**config.mk**
```make
export PLATFORM = sky130hd
export DESIGN_NAME = cci_rd_arbiter
export DESIGN_NICKNAME = d
export VERILOG_FILES = /design/src/rtl/cci_rd_arbiter.sv
export SDC_FILE = /design/constraint.sdc
export NUM_CORES = 1
export LEC_CHECK = 0
export BUFFER_PORTS_ARGS = -buffer_cell sky130_fd_sc_hd__buf_2
export CAP_MARGIN = 20
export CORE_AREA = 2 2 509 511
export DETAILED_ROUTE_END_ITERATION = 7
export DIE_AREA = 0 0 511 513
export PLACE_DENSITY = 0.3
export SKIP_CTS_REPAIR_TIMING = 1
export SYNTH_ARGS = -nofsm -noshare
export SYNTH_HDL_FRONTEND = slang
export SYNTH_SLANG_ARGS = --single-unit
```
**constraint.sdc**
```tcl
create_clock -name clk -period 3.4 [get_ports clk]
set_input_delay 0.68 -clock clk [delete_from_list [all_inputs] [get_ports clk]]
set_output_delay 0.68 -clock clk [all_outputs]
set_load 0.01 [all_outputs]
```
**src/rtl/cci_rd_arbiter.sv**
```systemverilog
// cci_rd_arbiter: round-robin arbiter sharing the CCI-P c0 read-request channel and routing responses by mdata id
//    clk, spl_reset_n            : AFU clock, async active-low reset
//    req_valid/req_addr/req_tag  : per-requester read requests (packed, requester i in slice i)
//    req_ready                   : combinational one-hot grant
//    spl_tx_rd_almostfull        : c0 Tx backpressure
//    afu_tx_rd_valid/addr/mdata  : registered c0 Tx read request, mdata = {0, id, tag}
//    spl_rx_rd_valid/mdata/data  : c0 Rx read response
//    rsp_valid/rsp_tag/rsp_data  : registered one-hot routed response
//    idle, err                   : no reads in flight; sticky bad-response flag
module cci_rd_arbiter #(
   parameter int NUM_REQ = 4,
   parameter int ADDR_W  = 42,
   parameter int TAG_W   = 8,
   parameter int MAX_OUT = 32
) (
   input  logic                      clk,
   input  logic                      spl_reset_n,
   input  logic [NUM_REQ-1:0]        req_valid,
   input  logic [NUM_REQ*ADDR_W-1:0] req_addr,
   input  logic [NUM_REQ*TAG_W-1:0]  req_tag,
   output logic [NUM_REQ-1:0]        req_ready,
   input  logic                      spl_tx_rd_almostfull,
   output logic                      afu_tx_rd_valid,
   output logic [ADDR_W-1:0]         afu_tx_rd_addr,
   output logic [15:0]               afu_tx_rd_mdata,
   input  logic                      spl_rx_rd_valid,
   input  logic [15:0]               spl_rx_rd_mdata,
   input  logic [511:0]              spl_rx_data,
   output logic [NUM_REQ-1:0]        rsp_valid,
   output logic [TAG_W-1:0]          rsp_tag,
   output logic [511:0]              rsp_data,
   output logic                      idle,
   output logic                      err
);
   localparam int ID_W = $clog2(NUM_REQ);
   logic [NUM_REQ-1:0][7:0] cnt_q, cnt_d;
   logic [ID_W-1:0]         rr_q, rr_d, gnt_id, rx_id;
   logic [NUM_REQ-1:0]      elig, rsp_valid_q, rsp_valid_d;
   logic                    gnt_any, rx_ok;
   logic                    tx_valid_q, tx_valid_d, err_q, err_d;
   logic [ADDR_W-1:0]       addr_q, addr_d;
   logic [15:0]             mdata_q, mdata_d;
   logic [TAG_W-1:0]        tag_q, tag_d;
   logic [511:0]            data_q, data_d;
   assign rx_id = spl_rx_rd_mdata[TAG_W+ID_W-1:TAG_W];
   // Scan downward so the lowest offset from rr_q is the one left standing.
   always_comb begin
      gnt_any = 1'b0;
      gnt_id = '0;
      rx_ok = 1'b0;
      for (int i = 0; i < NUM_REQ; i++) begin
         elig[i] = req_valid[i] & ~spl_tx_rd_almostfull & (cnt_q[i] < 8'(MAX_OUT));
         if (rx_id == ID_W'(i) && cnt_q[i] != 8'd0) rx_ok = spl_rx_rd_valid;
      end
      for (int k = NUM_REQ - 1; k >= 0; k--)
         if (elig[(int'(rr_q) + k) % NUM_REQ]) begin
            gnt_any = 1'b1;
            gnt_id = ID_W'((int'(rr_q) + k) % NUM_REQ);
         end
   end
   assign req_ready = NUM_REQ'(gnt_any) << gnt_id;
   always_comb begin
      rr_d = gnt_any ? (gnt_id == ID_W'(NUM_REQ - 1) ? '0 : gnt_id + 1'b1) : rr_q;
      tx_valid_d = gnt_any;
      addr_d = gnt_any ? req_addr[gnt_id*ADDR_W +: ADDR_W] : addr_q;
      mdata_d = mdata_q;
      if (gnt_any) begin
         mdata_d = '0;
         mdata_d[TAG_W+ID_W-1:TAG_W] = gnt_id;
         mdata_d[TAG_W-1:0] = req_tag[gnt_id*TAG_W +: TAG_W];
      end
      rsp_valid_d = rx_ok ? NUM_REQ'(1) << rx_id : '0;
      tag_d = rx_ok ? spl_rx_rd_mdata[TAG_W-1:0] : tag_q;
      data_d = rx_ok ? spl_rx_data : data_q;
      err_d = err_q | (spl_rx_rd_valid & ~rx_ok);
      // A grant and an accepted response to the same requester cancel out.
      for (int i = 0; i < NUM_REQ; i++)
         cnt_d[i] = cnt_q[i] + 8'(gnt_any && gnt_id == ID_W'(i)) - 8'(rx_ok && rx_id == ID_W'(i));
   end
   always_ff @(posedge clk or negedge spl_reset_n) begin
      if (!spl_reset_n) begin
         cnt_q <= '0;
         rr_q <= '0;
         tx_valid_q <= 1'b0;
         addr_q <= '0;
         mdata_q <= '0;
         rsp_valid_q <= '0;
         tag_q <= '0;
         data_q <= '0;
         err_q <= 1'b0;
      end else begin
         cnt_q <= cnt_d;
         rr_q <= rr_d;
         tx_valid_q <= tx_valid_d;
         addr_q <= addr_d;
         mdata_q <= mdata_d;
         rsp_valid_q <= rsp_valid_d;
         tag_q <= tag_d;
         data_q <= data_d;
         err_q <= err_d;
      end
   end
   assign afu_tx_rd_valid = tx_valid_q;
   assign afu_tx_rd_addr = addr_q;
   assign afu_tx_rd_mdata = mdata_q;
   assign rsp_valid = rsp_valid_q;
   assign rsp_tag = tag_q;
   assign rsp_data = data_q;
   assign err = err_q;
   assign idle = (cnt_q == '0) && !tx_valid_q;
endmodule

```
; After elaboration in Yosys (flattened, before gate mapping)
; Index checks and enable logic that the tools add are counted.
[totals]
ff_bits = 612
[op_classes]
addsub = 12
multipliers = 1
order_cmp = 8
eq_ne = 6
shift = 4
muxes = 25
bitwise_logic = 15
reduce_logical = 24
[ops]
columns = cell, n
row1 = indexed part select 168 x 9 -> 42 bit, 1
row2 = adder 8 x 1 -> 8 bit, 4
row3 = logical NOT 32 bit, 1
row4 = "less-than comparator 8 x 6 -> 1 bit, second input constant", 4
row5 = nonzero test 8 bit, 4
row6 = indexed part select 32 x 6 -> 8 bit, 1
row7 = subtractor 8 x 1 -> 8 bit, 4
row8 = 2-to-1 mux 1 bit, 15
row9 = logical AND 1 bit, 13
row10 = "less-than comparator 3 x 4 -> 1 bit, second input constant", 3
row11 = 2-to-1 mux 2 bit, 5
row12 = bitwise AND 1 bit, 9
row13 = binary-select mux 1 bit (select 2 bit), 4
row14 = "equality test 2 bit, second input constant", 4
row15 = "multiplier 2 x 5 -> 7 bit, second input constant", 1
row16 = OR reduction 2 bit, 3
row17 = "adder 2 x 1 -> 2 bit, second input constant", 2
row18 = "adder 2 bit, second input constant", 2
row19 = "equality test 2 x 1 -> 1 bit, second input constant", 2
row20 = logical NOT 2 bit, 2
row21 = 2-to-1 mux 4 bit, 1
row22 = << shifter 1 x 2 -> 4 bit, 1
row23 = "<< shifter 1 x 2 -> 4 bit, first input constant", 1
row24 = "bitwise AND 1 bit, first input constant", 3
row25 = other kinds (4), 5

; Depth between registers and ports, before layout
; Gate-level depths: netlist (run 1).
[logic_depth]
ltp_word = 14
depth_mapped = 22

; Worst setup path before layout (run 1)
; Ideal clock, no wire load.
[synth_timing]
path_type = input to register
start = input port spl_tx_rd_almostfull
end = register cnt_q[22] (netlist name)
setup_ns = 0.122
arrival_time_ns = 3.774
t_required_ns = 3.278
setup_slack_ns = -0.496
stages = 18
path_cell_list = and4bb_1 a21boi_0 o221ai_2 buf_4 inv_1 nor3_1 inv_1 ha_1 inv_1 ha_1 inv_1 fa_1 nand2b_1 a21oi_1 o21ai_0 a21oi_1 nor2_1 xnor2_1
[synth_lines]
columns = item, line
row1 = start: declaration, 22  ; input logic spl_tx_rd_almostfull,
row2 = end signal: assignment, 92  ; cnt_q <= cnt_d;
row3 = end: declaration, 36  ; logic [NUM_REQ-1:0][7:0] cnt_q, cnt_d;

==> results_dict.tcl, run 1 <==
set metrics [dict create \
    dp.cells 6404 \
    cts-root-buf "clkbuf_16" \
    route.detailed.drc 0 \
    h-tree-depth 3 \
    r2r_start "cnt_q[28]$_DFF_PN0_" \
    avgRoutedWirePerCell_um 24.1 \
    rr_worst_depth 17 \
    finalMaxSlewViolations 0 \
    rsz0062_at_grt "true" \
    clock-skew-final_ns 0.0526 \
    max_slew.worst_pin.slew_ns 0.817 \
    yosys_warnings 0 \
    violations "negative setup slack" \
    hold_path_end "rsp_data[58]$_DFFE_PN0N_" \
    regToRegEndpoint "cnt_q[14]$_DFF_PN0_" \
    layout_commonest_cell "buf_2" \
    finish.utilization_pct 16.3 \
    fin_crit_ns 3.41 \
    clock_sink_count 612 \
    setup_violations 1 \
    regToRegSetupSlack_ns -0.005 \
    numCtsBuffers 85 \
    io_pins 1325 \
    cp.arrival_ns 3.97 \
    period_share_pct 100 \
    path_class "flip-flop to flip-flop" \
    clk_pin_slew_ns 0.06 \
    cp_data_required_time_ns 3.96 \
    fp.dieH_um 513 \
    slew_headroom_pct 45.6 \
    die_x_um 511 \
    crit_start "cnt_q[28]$_DFF_PN0_" \
    total_power_mw 27.7 \
    synthArstFlopShare_pct 100 \
    synth_top_area_cell "dfrtp_1" \
    vias 20245 \
    rows 186 \
    ys_ff_latch 612 \
    drv_cap 0 \
    core_area_um2 256000 \
    nets 3912 \
    clk_path_buf_depth 3 \
    layout_setup_ws_ns -0.00506 \
    start_util_pct 10.7 \
    endpoint_kind "flip-flop" \
    dp_hpwl_um 132000 \
    gr-total-overflow 0 \
    drtAntennaViolNets 0 \
    holdWs_ns 0.196 \
    first_global_vias 21283 \
    syn_inst 1684 \
    grt_pass1_wl_um 208000 \
    gp_congestion 0.893 \
    area.growth.synth_to_final_pct 51.7 \
    syn_area_um2 27500 \
    syn_area_per_cell_um2 16.3 \
    fin_cells 6597 \
    wirelength_um 159000 \
    ys_seq_area_share_pct 55.7 \
    fmax_mhz 294 \
    drt_iter0_markers 891 \
    vias_per_cell 3.07 \
    status "complete, but fails checks" \
    io_buffers 1312 \
    firstDrtPassIters 4 \
    peakVddDrop_v 0.000350 \
    holdCritStartpoint "spl_rx_data[58]" \
    clk_latency_ns 0.72 \
    die-area_um2 262000 \
    start_kind "flip-flop" \
    antenna_found_initial 127 \
    mostFrequentLayoutCells "1310 x buf_2, 612 x dfrtp_1, 478 x mux2_4, 108 x buf_4, 88 x clkbuf_16" \
    grt_max_degree 103 \
    cts_tree "yes" \
    hold_viol 0 \
    layout-drive-gt1-share_pct 68.5 \
    synth.distinct_cells 48 \
    synth_edf_count 0 \
    holdPathStages 2 \
    worst-path-max-fanout 4 \
    pwr_density_cell_nw_per_um2 664 \
    holdCritPathClass "primary input to flip-flop" \
    synth_top_area_share_pct 55.7 \
    yosys_most_used_dff "dfrtp_1" \
    synth_area_leaders "dfrtp_1 56%, mux2_4 26%, buf_12 3.2%" \
    p_leak_nw 20.7 \
    track_usage_pct 11.7 \
]
[kinds of logic (layout without fill, tap and decap cells)]
logic type                 after synthesis  in the layout  share of synthesized area [%]
adders and majority gates               49             49                           2.34
buffers and inverters                  152           1659                           5.24
AOI/OAI and AO/OA                      107            107                           2.71
muxes                                  602            602                           30.9
and+or+nand+nor                        137            137                           2.37
xor gates and xnor gates                24             24                          0.764
other                                    1             23                         0.0136
DFF                                    612            612                           55.7
[how the worst max path moves through the flow]
stage,cells past startpoint,end
after global placement,18,cnt_q[22]$_DFF_PN0_
after floorplan,20,cnt_q[22]$_DFF_PN0_
after detailed placement,18,cnt_q[6]$_DFF_PN0_
final,17,cnt_q[14]$_DFF_PN0_
after CTS,10,req_ready[3]
after global routing,11,req_ready[2]
[state kept, by name (all words and copies together), names as in the netlist]
register         cells
err                  1
rsp_tag              8
rr_q                 2
rsp_valid            4
cnt_q               32
rsp_data           512
afu_tx_rd_valid      1
afu_tx_rd_mdata     10
afu_tx_rd_addr      42
[worst max-delay path, stage by stage, from the launching register on]
cell	delay (ns)
dfrtp_1	0.33
inv_1	0.05
ha_1	0.21
and4_4	0.21
mux4_2	0.49
nand2b_4	0.19
nor3b_4	0.27
ha_4	0.24
inv_2	0.06
ha_4	0.13
inv_2	0.04
fa_2	0.35
nand2b_4	0.16
a21oi_4	0.16
o21ai_1	0.07
a21oi_1	0.15
nor2_1	0.07
xnor2_1	0.12
[power by group]
part / leakage, nW / internal [mW] / switching, mW
logic: 12.0 / 4.21 / 4.46
clock network: 1.47 / 5.71 / 3.89
registers: 7.18 / 8.63 / 0.814
total: 20.7 / 18.5 / 9.17
[metrics by stage]
stage                     cell area (um2)  setup TNS, ns  setup WS [ns]
after floorplan                     27700         -0.452         -0.128
after global placement              38300          -2.97         -0.339
after detailed placement            38300          -3.03         -0.348
after CTS                           41300         -0.922         -0.491
after global routing                41700          -1.10         -0.169
final                               41800       -0.00506       -0.00506
[area by class of cell]
class	count	area (um2)
Sequential cell	612	15300
Antenna cell	17	42.5
Fill cell	28592	214000
Clock inverter	33	445
Clock buffer	123	2550
Timing Repair Buffer	1444	7830
Inverter	59	224
Tap cell	3384	4230
Multi-Input combinational cell	925	11100
[synthesized netlist by cell type, drive strengths merged (9+ instances only)]
master,number
mux2i,62
nor2,25
o221ai,32
a31oi,19
a21oi,17
xnor2,15
mux2,539
ha,45
nand2,79
clkbuf,12
o22ai,20
dfrtp,612
buf,81
xor2,9
inv,59
[routing by layer]
metal	vias up	wire (um)	track usage, %
li1	8872	-	-
met1	9939	63900	13.8
met2	1077	76800	19.7
met3	301	14400	4.92
met4	56	3800	2.54
met5	-	348	0
Power figures use the tool's default switching activity.
==> run 2, diff against run 1 <==
Settings changed: REMOVE_ABC_BUFFERS from default to 1.
==> run 2 against run 1 <==
Net effect:
- via count decreased by 0.95%
- clock power grew 1%
- register-to-register slack worse by 0.02 ns
- the flow still finishes with violations (negative setup slack)
- non-clock buffer count up 16
- critical path depth up 3
- cell count grew 0.35%
- power increased by 1.4%
- count of clock-buffer cells in the layout fell by 3
- flip-flop and latch count unchanged
- wire length shrank 4.8%
- largest power group unchanged
- sequential share of layout area decreased by 0.24 points
- highest routed layer unchanged
- sequential power decreased by 0.4%
==> results_dict.tcl, run 2 (synthesis results as in run 1) <==
set metrics [dict create \
    worst-path-max-fanout 3 \
    gp_congestion 0.818 \
    pwr_density_cell_nw_per_um2 669 \
    endpoint_kind "flip-flop" \
    cp_data_required_time_ns 3.97 \
    holdWs_ns 0.200 \
    p_sw_mw 9.19 \
    clk_pin_slew_ns 0.06 \
    layout_setup_ws_ns -0.0229 \
    io_buffers 1312 \
    setup_violations 4 \
    cts-root-buf "clkbuf_16" \
    clk_path_buf_depth 3 \
    cpPeakStageDelay_ns 0.46 \
    vias 20053 \
    clock_sink_count 612 \
    holdCritPathClass "primary input to flip-flop" \
    grt_max_degree 109 \
    area.growth.synth_to_final_pct 52.7 \
    start_util_pct 10.7 \
    p_int_mw 18.9 \
    die_x_um 511 \
    total_power_mw 28.1 \
    pwr-share-comb_pct 32.0 \
    first_global_vias 21541 \
    clock-skew-final_ns 0.0363 \
    clk_latency_ns 0.70 \
    multi_input_area_um2 11200 \
    start_kind "flip-flop" \
    p_clk_share_pct 34.6 \
    slew_headroom_pct 40.8 \
    layout_commonest_cell "buf_2" \
    antenna_found_initial 74 \
    power_frac_seq_pct 33.4 \
    p_leak_nw 20.8 \
    crit_buf_inv 5 \
    fin_crit_ns 3.42 \
    numCtsBuffers 89 \
    vias_per_cell 3.03 \
    cts_tree "yes" \
    tns_ns -0.0356 \
    firstDrtPassIters 4 \
    layout-drive-gt1-share_pct 68.9 \
    status "complete, but fails checks" \
    period_share_pct 101 \
    grt_pass1_wl_um 198000 \
    max_slew.worst_pin.slew_ns 0.889 \
    wirelength_um 152000 \
    path_delay_family "adder cells" \
    fp.dieH_um 513 \
    core_area_um2 256000 \
    io_pins 1325 \
    crit_chain "inv_2 -> ha_4 -> buf_4 -> nand3_2 -> nor3_2 -> mux4_2 -> nand2b_4 -> nor3b_2 -> buf_4 -> ha_2 -> inv_2 -> ha_4 -> inv_1 -> fa_2 -> nand2b_4 -> a21oi_4 -> o21ai_2 -> a21oi_2 -> nor2_1 -> xnor2_1" \
    cp.arrival_ns 3.99 \
    nets 3932 \
    track_usage_pct 11.0 \
    rsz0062_at_grt "true" \
    dp.cells 6415 \
    violations "negative setup slack" \
    regArea_um2 15300 \
    fmax_mhz 292 \
    finalMaxSlewViolations 0 \
    hold_viol 0 \
    finish.utilization_pct 16.4 \
    avgRoutedWirePerCell_um 22.9 \
    drtAntennaViolNets 0 \
    drt_iter0_markers 799 \
    path_class "flip-flop to flip-flop" \
    peakVddDrop_v 0.000322 \
    gr-total-overflow 0 \
    fin_cells 6620 \
    h-tree-depth 3 \
    mostFrequentLayoutCells "1307 x buf_2, 612 x dfrtp_1, 478 x mux2_4, 118 x buf_4, 93 x clkbuf_16" \
    drv_cap 0 \
    crit_slowest_cell "mux4_2" \
    dp_hpwl_um 121000 \
    largest_register_ffs 512 \
    route.detailed.drc 0 \
    fillCellCount 28484 \
    p_sw_share_pct 32.7 \
    die-area_um2 262000 \
    rows 186 \
]
-- run 2: cell types whose count changed in the layout (fill, tap and decap cells not counted), moves of 4 or more --
cell | previous run | this run
clkbuf_8 | 26 | 18
buf_6 | 6 | 18
clkinvlp_4 | 4 | 8
clkbuf_16 | 88 | 93
buf_12 | 14 | 6
diode_2 | 17 | 25
ha_4 | 7 | 11
buf_4 | 108 | 118
-- run 2: layer usage --
metal,GRT usage (%),share of wire (%),vias to the layer above
met3,6.42,13,250
li1,-,-,8895
met2,18.4,49,1063
met5,0,0.13,-
met4,3.41,2.5,30
met1,11.6,36,9815
-- run 2: area by class of cell --
class / instances / share of cell area (%)
diodes: 25 / 0.149
clock buffers: 120 / 6.01
clock inverters: 35 / 1.13
inverters: 59 / 0.548
multi-input cells: 925 / 26.6
flip-flops and latches: 612 / 36.4
well taps: 3384 / 10.1
repair buffers: 1460 / 19.0
-- run 2: stage by stage --
| step | worst slack [ns] | instance area [um2] |
|---|---|---|
| 3_5_place_dp | -0.823 | 38200 |
| 4_1_cts | -0.570 | 41200 |
| 3_3_place_gp | -0.797 | 38200 |
| 5_1_grt | -0.203 | 42000 |
| 6_report | -0.0229 | 42000 |
| 2_1_floorplan | -5.44 | 26300 |
-- run 2: worst register-to-register path, cell delays in order (launching register included) --
cell	delay [ns]
dfrtp_1	0.33
inv_2	0.05
ha_4	0.15
buf_4	0.13
nand3_2	0.09
nor3_2	0.06
mux4_2	0.46
nand2b_4	0.18
nor3b_2	0.17
buf_4	0.15
ha_2	0.27
inv_2	0.07
ha_4	0.13
inv_1	0.05
fa_2	0.34
nand2b_4	0.15
a21oi_4	0.15
o21ai_2	0.07
a21oi_2	0.12
nor2_1	0.06
xnor2_1	0.12
-- run 2: path summary, 6_finish.rpt --
path,startpoint,to,cells after the start,slack (ns)
max reg2reg,cnt_q[6]$_DFF_PN0_,cnt_q[22]$_DFF_PN0_,20,-0.02
min reg2reg,afu_tx_rd_mdata[8]$_DFFE_PN0P_,afu_tx_rd_mdata[8]$_DFFE_PN0P_,2,0.48
min,spl_rx_data[245],rsp_data[245]$_DFFE_PN0N_,2,0.20
min in group asynchronous,spl_reset_n,rsp_data[180]$_DFFE_PN0N_,2,0.61
max,cnt_q[6]$_DFF_PN0_,cnt_q[22]$_DFF_PN0_,20,-0.02
max in group asynchronous,spl_reset_n,rsp_data[335]$_DFFE_PN0N_,4,1.74
-- run 2: power groups by stage --
stage	registers [mW]	clock network, mW	logic [mW]
after floorplan	9.90	0	4.25
after global placement	9.50	0	8.51
after detailed placement	9.50	0	8.44
after CTS	9.41	10.2	8.48
after global routing	9.58	10.4	9.86
final	9.40	9.72	8.99
==> run 3, diff against run 2 <==
Clock period 3.4 ns to 4.4 ns, I/O delays scaled along.
==> run 3 against run 2 <==
Net effect:
- critical path type is now flip-flop to primary output
- design area is 3.1% lower
- die area unchanged
- cell count shrank 1.6%
- the flow now finishes without violations
- clock power decreased by 24%
==> results_dict.tcl, run 3 (synthesis results as in run 1) <==
set metrics [dict create \
    cp.arrival_ns 3.24 \
    firstDrtPassIters 4 \
    fin_area_um2 40700 \
    cp_data_required_time_ns 3.52 \
    avgRoutedWirePerCell_um 22.8 \
    antenna_found_initial 84 \
    track_usage_pct 11.0 \
    vias_per_cell 3.01 \
    io_buffers 1312 \
    status "completed" \
    placed_cell_area_um2 37700 \
    p_leak_nw 20.2 \
    tns_ns 0 \
    gp_congestion 0.853 \
    io_pins 1325 \
    fin_crit_ns 4.12 \
    peakVddDrop_v 0.000287 \
    dp_hpwl_um 120000 \
    layout_commonest_cell "buf_2" \
    die-area_um2 262000 \
    grt_max_degree 103 \
    rows 186 \
    drv_cap 0 \
    core_area_um2 256000 \
    max_slew.worst_pin.slew_ns 1.02 \
    finalMaxSlewViolations 0 \
    clk_path_buf_depth 3 \
    path_class "flip-flop to primary output" \
    pwr_density_cell_nw_per_um2 506 \
    fp.dieH_um 513 \
    wirelength_um 148000 \
    vias 19625 \
    clock_sink_count 612 \
    clock-skew-final_ns 0.0422 \
    cts-root-buf "clkbuf_16" \
    clk_latency_ns 0.73 \
    first_global_vias 21420 \
    numCtsBuffers 88 \
    endpoint_kind "primary output" \
    finish.utilization_pct 15.9 \
    nets 3837 \
    largest_register_ffs 512 \
    start_kind "flip-flop" \
    route.detailed.drc 0 \
    rsz0062_at_grt "false" \
    fmax_mhz 243 \
    setup_violations 0 \
    drtAntennaViolNets 0 \
    hold_viol 0 \
    area.growth.synth_to_final_pct 48.0 \
    slew_headroom_pct 32.3 \
    period_share_pct 93.6 \
    layout-drive-gt1-share_pct 65.7 \
    worst-path-max-fanout 102 \
    die_x_um 511 \
    fin_cells 6517 \
    total_power_mw 20.6 \
    fillCellCount 28699 \
    mostFrequentLayoutCells "1311 x buf_2, 612 x dfrtp_1, 478 x mux2_4, 89 x clkbuf_16, 79 x nand2_1" \
    start_util_pct 10.7 \
    holdCritPathClass "primary input to async pin" \
    cts_tree "yes" \
    h-tree-depth 3 \
    drt_iter0_markers 786 \
    grt_pass1_wl_um 197000 \
    dp.cells 6346 \
    gr-total-overflow 0 \
    clk_pin_slew_ns 0.06 \
]
[run 3: cell types whose count changed in the layout (fill, tap and decap cells not counted), sizes merged]
cell,delta
buf,-89
diode,-16
clkinv,+8
clkbuf,+7
bufinv,-6
clkinvlp,-4
inv,-2
dlygate4sd3,-1
[run 3: worst max-delay path, stage by stage, from the launching register on]
cell      delay, ns
dfrtp_1        0.35
inv_1          0.08
ha_1           0.19
and4bb_2       0.32
a21boi_0       0.36
o221ai_4       0.17
buf_4          0.17
buf_12         0.19
nor2_1         0.24
buf_2          0.17
[run 3: path summary, 6_finish.rpt]
kind	cells after the start	to	start	slack [ns]
max in group asynchronous	2	rsp_data[390]$_DFFE_PN0N_	spl_reset_n	3.13
min in group clk	2	rsp_data[189]$_DFFE_PN0N_	spl_rx_data[189]	0.38
min reg2reg	1	err$_DFF_PN0_	err$_DFF_PN0_	0.46
max	9	req_ready[3]	cnt_q[14]$_DFF_PN0_	0.28
max reg2reg	18	cnt_q[14]$_DFF_PN0_	cnt_q[5]$_DFF_PN0_	0.66
min	1	rsp_data[279]$_DFFE_PN0N_	spl_reset_n	0.16
[run 3: final cells by class]
cell class | count | area [um2] | area share, %
inverters | 59 | 221 | 0.544
clock buffers | 131 | 2640 | 6.47
flip-flops and latches | 612 | 15300 | 37.6
clock inverters | 31 | 367 | 0.900
repair buffers | 1366 | 7130 | 17.5
well taps | 3384 | 4230 | 10.4
multi-input cells | 925 | 10800 | 26.5
diodes | 9 | 22.5 | 0.0553
[run 3: through the flow]
step | hold slack, ns | worst slack, ns
global route | 0.135 | 0.107
floorplan | 0.470 | -4.52
CTS | 0.0842 | 0.227
global placement | 0.457 | 0.0725
finish | 0.164 | 0.282
detailed placement | 0.449 | 0.109
[run 3: per-layer routing]
layer  vias to the layer above  part of all wire, %  GRT usage, %
li1                       8702                    -             -
met1                      9504                   35          11.0
met2                      1089                   48          18.5
met3                       274                   14          7.20
met4                        56                  2.6          3.27
met5                         -                 0.26             0
[run 3: power breakdown]
group / internal [mW] / leakage, nW / switching, mW
logic: 2.76 / 11.6 / 3.17
registers: 6.67 / 7.18 / 0.591
clock network: 4.35 / 1.47 / 3.06
